## config.mk

```make
export PLATFORM = sky130hd
export DESIGN_NAME = uart_ir_loader
export DESIGN_NICKNAME = d
export VERILOG_FILES = /design/src/rtl/uart_ir_loader.sv
export SDC_FILE = /design/constraint.sdc
export NUM_CORES = 1
export LEC_CHECK = 0
export ABC_AREA = 1
export CORE_MARGIN = 5
export CORE_UTILIZATION = 55
export CTS_CLUSTER_SIZE = 14
export DETAILED_ROUTE_END_ITERATION = 10
export PLACE_DENSITY = 0.79
export SYNTH_ARGS = -nofsm -noshare
export SYNTH_HDL_FRONTEND = slang
export SYNTH_SLANG_ARGS = --single-unit
```

## constraint.sdc

```tcl
create_clock -name clock -period 1.56 [get_ports clock]
set_input_delay 0.312 -clock clock [delete_from_list [all_inputs] [get_ports clock]]
set_output_delay 0.312 -clock clock [all_outputs]
set_load 0.05 [all_outputs]
```

## src/rtl/uart_ir_loader.sv

```systemverilog
`default_nettype none
// ============================================================================
// Module      : uart_ir_loader
// Description : 8N1 UART receiver that packs byte pairs (high byte first) into
//               16-bit words and writes them sequentially into instruction RAM.
// Revision    : 1.0 - initial release
// ============================================================================
module uart_ir_loader #(
   parameter int CLKS_PER_BIT = 347,
   parameter int IDLE_BITS    = 32,
   parameter int ADDR_W       = 12
) (
   input  logic              clock,
   input  logic              reset,
   input  logic              rx,
   output logic [15:0]       mem_data,
   output logic [ADDR_W-1:0] mem_addr,
   output logic              mem_wren,
   output logic              loading,
   output logic              load_done,
   output logic [ADDR_W:0]   word_count,
   output logic              frame_err
);

   localparam int c_tmr_w      = $clog2(CLKS_PER_BIT);
   localparam int c_idle_limit = IDLE_BITS * CLKS_PER_BIT;
   localparam int c_idle_w     = $clog2(c_idle_limit + 1);

   localparam logic [c_tmr_w-1:0]  c_half_tick = c_tmr_w'(CLKS_PER_BIT / 2 - 1);
   localparam logic [c_tmr_w-1:0]  c_full_tick = c_tmr_w'(CLKS_PER_BIT - 1);
   localparam logic [c_idle_w-1:0] c_idle_last = c_idle_w'(c_idle_limit - 1);
   localparam logic [ADDR_W-1:0]   c_last_addr = '1;

   typedef enum logic [1:0] {
      S_IDLE  = 2'd0,
      S_START = 2'd1,
      S_DATA  = 2'd2,
      S_STOP  = 2'd3
   } rx_state_t;

   rx_state_t           r_state;
   logic                r_rx_meta;
   logic                r_rx_s;
   logic [c_tmr_w-1:0]  r_timer;
   logic [2:0]          r_bit_idx;
   logic [7:0]          r_shift;
   logic                r_byte_valid;
   logic                r_phase_hi;
   logic [7:0]          r_hi;
   logic [c_idle_w-1:0] r_idle_cnt;

   // Two-flop synchronizer; resets to the idle-high line level.
   always_ff @(posedge clock) begin
      if (reset) begin
         r_rx_meta <= 1'b1;
         r_rx_s    <= 1'b1;
      end else begin
         r_rx_meta <= rx;
         r_rx_s    <= r_rx_meta;
      end
   end

   always_ff @(posedge clock) begin
      if (reset) begin
         r_state      <= S_IDLE;
         r_timer      <= '0;
         r_bit_idx    <= '0;
         r_shift      <= '0;
         r_byte_valid <= 1'b0;
         r_phase_hi   <= 1'b1;
         r_hi         <= '0;
         r_idle_cnt   <= '0;
         mem_data     <= '0;
         mem_addr     <= '0;
         mem_wren     <= 1'b0;
         loading      <= 1'b0;
         load_done    <= 1'b0;
         word_count   <= '0;
         frame_err    <= 1'b0;
      end else begin
         r_byte_valid <= 1'b0;
         mem_wren     <= 1'b0;

         case (r_state)
            S_IDLE: begin
               if (!load_done && !r_rx_s) begin
                  r_state <= S_START;
                  r_timer <= '0;
               end
            end
            S_START: begin
               if (r_timer == c_half_tick) begin
                  r_timer <= '0;
                  if (!r_rx_s) begin
                     r_state   <= S_DATA;
                     r_bit_idx <= '0;
                     if (!load_done) loading <= 1'b1;
                  end else begin
                     r_state <= S_IDLE;
                  end
               end else begin
                  r_timer <= r_timer + 1'b1;
               end
            end
            S_DATA: begin
               if (r_timer == c_full_tick) begin
                  r_timer <= '0;
                  r_shift <= {r_rx_s, r_shift[7:1]};
                  if (r_bit_idx == 3'd7) r_state <= S_STOP;
                  else                   r_bit_idx <= r_bit_idx + 1'b1;
               end else begin
                  r_timer <= r_timer + 1'b1;
               end
            end
            S_STOP: begin
               if (r_timer == c_full_tick) begin
                  r_timer <= '0;
                  r_state <= S_IDLE;
                  if (r_rx_s) r_byte_valid <= 1'b1;
                  else        frame_err    <= 1'b1;
               end else begin
                  r_timer <= r_timer + 1'b1;
               end
            end
            default: r_state <= S_IDLE;
         endcase

         // Word assembly: first byte of a pair is held, second triggers the write.
         if (r_byte_valid && !load_done) begin
            if (r_phase_hi) begin
               r_hi       <= r_shift;
               r_phase_hi <= 1'b0;
            end else begin
               mem_data <= {r_hi, r_shift};
               mem_wren <= 1'b1;
            end
         end

         if (mem_wren) begin
            mem_addr   <= mem_addr + 1'b1;
            word_count <= word_count + 1'b1;
            r_phase_hi <= 1'b1;
            if (mem_addr == c_last_addr) begin
               loading   <= 1'b0;
               load_done <= 1'b1;
            end
         end

         // Idle timeout only arms once a load is underway; any line activity restarts it.
         if (loading && (r_state == S_IDLE) && r_rx_s) begin
            if (r_idle_cnt == c_idle_last) begin
               r_idle_cnt <= '0;
               loading    <= 1'b0;
               load_done  <= 1'b1;
            end else begin
               r_idle_cnt <= r_idle_cnt + 1'b1;
            end
         end else begin
            r_idle_cnt <= '0;
         end
      end
   end

endmodule
`default_nettype wire

```

==> impl_metrics.ini, run 1 <==
[job]
maxCapViolations = 0

[power]
p_total_mw = 4.21
vdd_drop_max_v = 0.000576
intPower_mw = 3.09
swShare = 0.267
powerDensity_nw_per_um2 = 801
p_sw_mw = 1.12
clock_power_share = 0.374
leakagePower_nw = 2.09
pwr-share-seq = 0.570
combPwrFrac = 0.056

[clock_tree]
cts.sinks = 93
cts_root_buffer = clkbuf_8
cts_tree = done
cts_buffer_depth = 2
clock_latency_ns = 0.37
clk_pin_slew_ns = 0.11
postCtsHoldBufs = 0
htree_levels = 3
cts_made_buffers = 9

[layout]
drive_gt1_frac = 0.214
diodes = 0
areaGrowthSynthToFinish_pct = 28.3
post-route-util = 0.725
fin_nets = 622
fillCellCount = 533

[setup_path]
r2r_cells = 8
crit_path_start_kind = register
cp.required_ns = 1.86
rrSetupSlack_ns = 0.09
arrival_ns = 1.77
startpoint = mem_addr[1]$_SDFFE_PP0P_
timing.rr.start = mem_addr[1]$_SDFFE_PP0P_
critPathMaxFanout = 4
reg2reg_to = mem_addr[10]$_SDFFE_PP0P_
worstSetupEndpointType = register
criticalPathCategory = register to register

[sta]
fmax_ghz = 0.681
setup_slack_ns = 0.0910
post-route-period-util = 0.942
relSlewSlack = 0.788
worst_slew_pin_slew_ns = 0.314
drv_slew = 0
fin_crit_ns = 1.47
worst_hold_slack_ns = 0.435
setup_violations = 0
fin_skew_ns = 0.0256
hold_viol = 0
fin_tns_setup_ns = 0

[logic_synthesis]
synth_seq_area_share = 0.454
synth_top_area_frac = 0.454
synth-main-ff-cell = dfxtp_1
yosys.area_share.simple = 0.241
synth_fp_nets = 559
synthMuxAreaShare = 0
synth-adder-area-share = 0.0244
synthTopCellsByArea = dfxtp_1, a21oi_1, inv_1
synth_enable_flop_cells = 0
netlist_area_um2 = 4100
yosysTopAreaCell = dfxtp_1
synth_compound_area_frac = 0.166
syn_inst = 548
yosysWarnings = 0
synth_xor_area_frac = 0.0150
synth-seq-cells = 93
syn-mean-instance-area_um2 = 7.48
synthTopCellsByCount = dfxtp_1, inv_1, nand2_1
synthArstFlopShare = 0
synth_top_family_by_area = simple AND/OR/NAND/NOR gates
yosysMostFrequentCell = dfxtp_1
ys_types = 36

[route]
viasPerCell = 5.12
ant_nets = 0
met1_length_um = 4010
wl_met2_um = 4410
highest_layer = met4
routed_wirelength_um = 8920
wl_per_cell_um = 12.5
first_pass_iters = 5
drcViolationCount = 0
vias = 3661
drt_iter0_drc = 211
route.met3.wl_um = 396

[die]
initial_utilization = 0.565
die_area_um2 = 9280
die_y_um = 96.3
ios = 48
core-area_um2 = 7250
rows = 31
fp.dieW_um = 96.3

[hold_path]
min_to = r_idle_cnt[0]$_SDFF_PP0_
hp-start = r_idle_cnt[0]$_SDFF_PP0_
hold_path.class = register to register
hold_path_depth = 1

[grt]
grt_antenna_before_repair = 0
grt_pass1_wl_um = 15200
grt.total_usage = 0.206
grt_pass1_vias = 3487
gr-total-overflow = 0
grt_start_max_net_pins = 58

[placed_design]
io_buffer_count = 47
place_congestion = 0.838
dp_hpwl_um = 6360
pre_cts_slack_ns = 0.0378

[run_status]
status = finished, final reports clean
repair_timing:
action                     CTS  global route
setup endpoints to repair    1            23
setup buffers                0             4
resized for setup            2            20
pin swaps                    0             6
how the worst max path moves through the flow:
stage                                end  slack [ns]
2_1_floorplan  mem_addr[10]$_SDFFE_PP0P_       -0.03
5_1_grt        r_idle_cnt[12]$_SDFF_PP0_       -0.02
6_report       mem_addr[10]$_SDFFE_PP0P_        0.09
4_1_cts          r_shift[4]$_SDFFE_PP0P_       0.001
3_3_place_gp   r_idle_cnt[11]$_SDFF_PP0_        0.07
3_5_place_dp        r_hi[0]$_SDFFE_PP0P_        0.04
flip-flops by register name, summed over array words and instances (netlist names), 3 cells and up, named ones only:
signal,count
word_count,13
r_bit_idx,3
r_timer,9
mem_addr,12
r_idle_cnt,14
r_hi,8
r_shift,8
mem_data,16
stage by stage:
stage	area, um2	std cells
final	5260	715
after global routing	5260	715
after CTS	5190	711
after detailed placement	4980	695
after global placement	4980	695
after floorplan	4110	548
worst max-delay path, stage by stage (launching register included):
cell	delay [ns]
dfxtp_4	0.39
ha_2	0.21
inv_1	0.09
nor3_4	0.15
nand3_2	0.11
or2_1	0.24
nand2_1	0.07
nand2_1	0.05
nor2_1	0.08
cells in the final DEF (no fill, tap or decap), types with 3 or more instances in the layout:
cell,instances
nand2_4,5
a31oi_1,3
nand4_1,6
nand3b_1,3
o21ai_1,5
a21oi_1,64
nor2_4,3
clkinv_4,3
buf_12,27
nand2_1,65
buf_4,38
nor2_1,49
dfxtp_1,82
ha_1,6
clkbuf_8,9
o21ai_0,51
inv_1,85
nand2_2,4
dfxtp_4,3
nand3_1,34
dfxtp_2,8
nor3_1,15
xnor2_1,6
inv_2,6
nor2_2,10
final cells by class:
class	instances	area, um2	share of cell area
sequential	93	1880	0.358
clock inverter	7	73.8	0.0140
multi-input combinational	349	1870	0.355
tap	99	124	0.0236
timing repair buffer	67	846	0.161
clock buffer	9	124	0.0236
inverter	91	342	0.0650
power groups by stage:
stage                     registers, mW  logic [mW]  clock network (mW)
final                              2.40       0.235                1.58
after global routing               2.40       0.264                1.69
after CTS                          2.40       0.231                1.60
after detailed placement           2.46       0.230                   0
after global placement             2.46       0.222                   0
after floorplan                    2.46       0.166                   0
kinds of logic (layout without fill, tap and decap cells):
kind of cell / count (synthesis) / in the layout
AOI/OAI and AO/OA: 129 / 129
adders and majority gates: 8 / 8
xor gates and xnor gates: 7 / 7
and+or+nand+nor: 205 / 205
buffers and inverters: 106 / 174
DFF: 93 / 93
metal layers:
layer / up-vias / GRT usage
met5: - / 0
met4: 0 / 0.0619
met3: 9 / 0.0500
met2: 75 / 0.346
met1: 1676 / 0.261
li1: 1901 / -
Power figures use the tool's default switching activity.
==> run 2, diff against run 1 <==
--- a/config.mk
+++ b/config.mk
@@ -7,10 +7,9 @@
 export LEC_CHECK = 0
 export ABC_AREA = 1
 export CORE_MARGIN = 5
-export CORE_UTILIZATION = 55
-export CTS_CLUSTER_SIZE = 14
+export CORE_UTILIZATION = 45
 export DETAILED_ROUTE_END_ITERATION = 10
-export PLACE_DENSITY = 0.79
+export PLACE_DENSITY = 0.66
 export SYNTH_ARGS = -nofsm -noshare
 export SYNTH_HDL_FRONTEND = slang
 export SYNTH_SLANG_ARGS = --single-unit
==> impl_metrics.ini, run 2 (same netlist as run 1, synthesis figures left out) <==
[run_status]
status = finished, final reports clean

[power]
vdd_drop_max_v = 0.000538
pwr-share-seq = 0.561
leakagePower_nw = 2.11
p_sw_mw = 1.03
p_total_mw = 4.29
clock_power_share = 0.385
powerDensity_nw_per_um2 = 807
intPower_mw = 3.26
combPwrFrac = 0.053
swShare = 0.240

[layout]
regMostFlops = mem_data
drive_gt1_frac = 0.224
diodes = 0
final_common_cell = inv_1
reg_top3 = mem_data x16, r_idle_cnt x14, word_count x13
fin_area_um2 = 5320
post-route-util = 0.604
layout_common_cells = inv_1, dfxtp_1, nand2_1
areaGrowthSynthToFinish_pct = 29.7
largest_reg_flops = 16
fin_nets = 627

[route]
highest_layer = met4
drcViolationCount = 0
met1_length_um = 4150
ant_nets = 0
wl_met2_um = 4130
first_pass_iters = 5
wl_per_cell_um = 12.0
routed_wirelength_um = 8720
route.met3.wl_um = 382
vias = 3607
drt_iter0_drc = 135
viasPerCell = 4.95

[sta]
worst_slew_pin_slew_ns = 0.323
fin_tns_setup_ns = 0
setup_violations = 0
relSlewSlack = 0.783
fin_skew_ns = 0.0133
fin_crit_ns = 1.45
worst_hold_slack_ns = 0.421
fmax_ghz = 0.689
post-route-period-util = 0.930
drv_slew = 0
hold_viol = 0

[placed_design]
dp_hpwl_um = 6400
placed_area_um2 = 5020
place_congestion = 0.869
io_buffer_count = 47

[job]
maxCapViolations = 0

[grt]
grt_start_max_net_pins = 39
grt_antenna_before_repair = 0
grt.total_usage = 0.163
gr-total-overflow = 0
grt_pass1_vias = 3379
grt_pass1_wl_um = 15200

[setup_path]
cp.required_ns = 1.81
worstSetupEndpointType = register
crit_path_start_kind = register
startpoint = r_idle_cnt[0]$_SDFF_PP0_
timing.rr.start = r_idle_cnt[0]$_SDFF_PP0_
arrival_ns = 1.71
critPathMaxFanout = 7
criticalPathCategory = register to register

[die]
die_area_um2 = 11100
fp.dieW_um = 105
initial_utilization = 0.465
ios = 48
die_y_um = 105
core-area_um2 = 8810
rows = 34

[clock_tree]
clock_latency_ns = 0.35
htree_levels = 3
clk_pin_slew_ns = 0.09
cts.sinks = 93
cts_buffer_depth = 2
cts_root_buffer = clkbuf_8
cts_made_buffers = 9
cts_tree = done

[hold_path]
hold_path.class = register to register
hp-start = r_idle_cnt[0]$_SDFF_PP0_
run 2: final cells by class:
class,count,area [um2]
inverter,91,342
fill,791,3490
sequential,93,1880
clock buffer,10,138
clock inverter,6,70.1
tap,108,135
timing repair buffer,72,887
multi-input combinational,349,1860
run 2: worst paths after layout:
check,endpoint,slack (ns),depth (start not counted)
worst max-delay path,r_idle_cnt[12]$_SDFF_PP0_,0.11,8
worst min-delay path,r_idle_cnt[0]$_SDFF_PP0_,0.42,1
worst max register to register,r_idle_cnt[12]$_SDFF_PP0_,0.11,8
worst min register to register,r_idle_cnt[0]$_SDFF_PP0_,0.42,1
run 2: metal layers:
| metal | vias to the layer above | GRT usage |
|---|---|---|
| met5 | - | 0 |
| met4 | 0 | 0.0337 |
| met3 | 5 | 0.0416 |
| met2 | 70 | 0.276 |
| met1 | 1624 | 0.210 |
| li1 | 1908 | - |
run 2: what timing repair did:
item                       in CTS  in global routing
setup endpoints to repair       0                 33
buffers inserted                0                  6
resized for setup               0                 21
hold buffers                    0                  0
run 2: stage by stage:
| stage | cells | setup WS [ns] |
|---|---|---|
| detailed placement | 707 | 0.0507 |
| floorplan | 548 | -0.0316 |
| global route | 729 | -0.00204 |
| global placement | 707 | 0.0583 |
| finish | 729 | 0.108 |
| CTS | 723 | 0.00891 |
run 2: power groups by stage:
stage / Sequential [mW] / Combinational, mW / Clock (mW)
after floorplan: 2.46 / 0.166 / 0
after global placement: 2.46 / 0.217 / 0
after detailed placement: 2.46 / 0.223 / 0
after CTS: 2.41 / 0.223 / 1.71
after global routing: 2.41 / 0.262 / 1.82
final: 2.41 / 0.229 / 1.65
run 2: worst max-delay path, stage by stage, from the launching register on:
cell	delay [ns]
dfxtp_2	0.35
ha_2	0.20
nand3_2	0.09
inv_1	0.13
nand3_1	0.13
o21ai_4	0.24
inv_2	0.09
nand3_1	0.09
inv_1	0.04
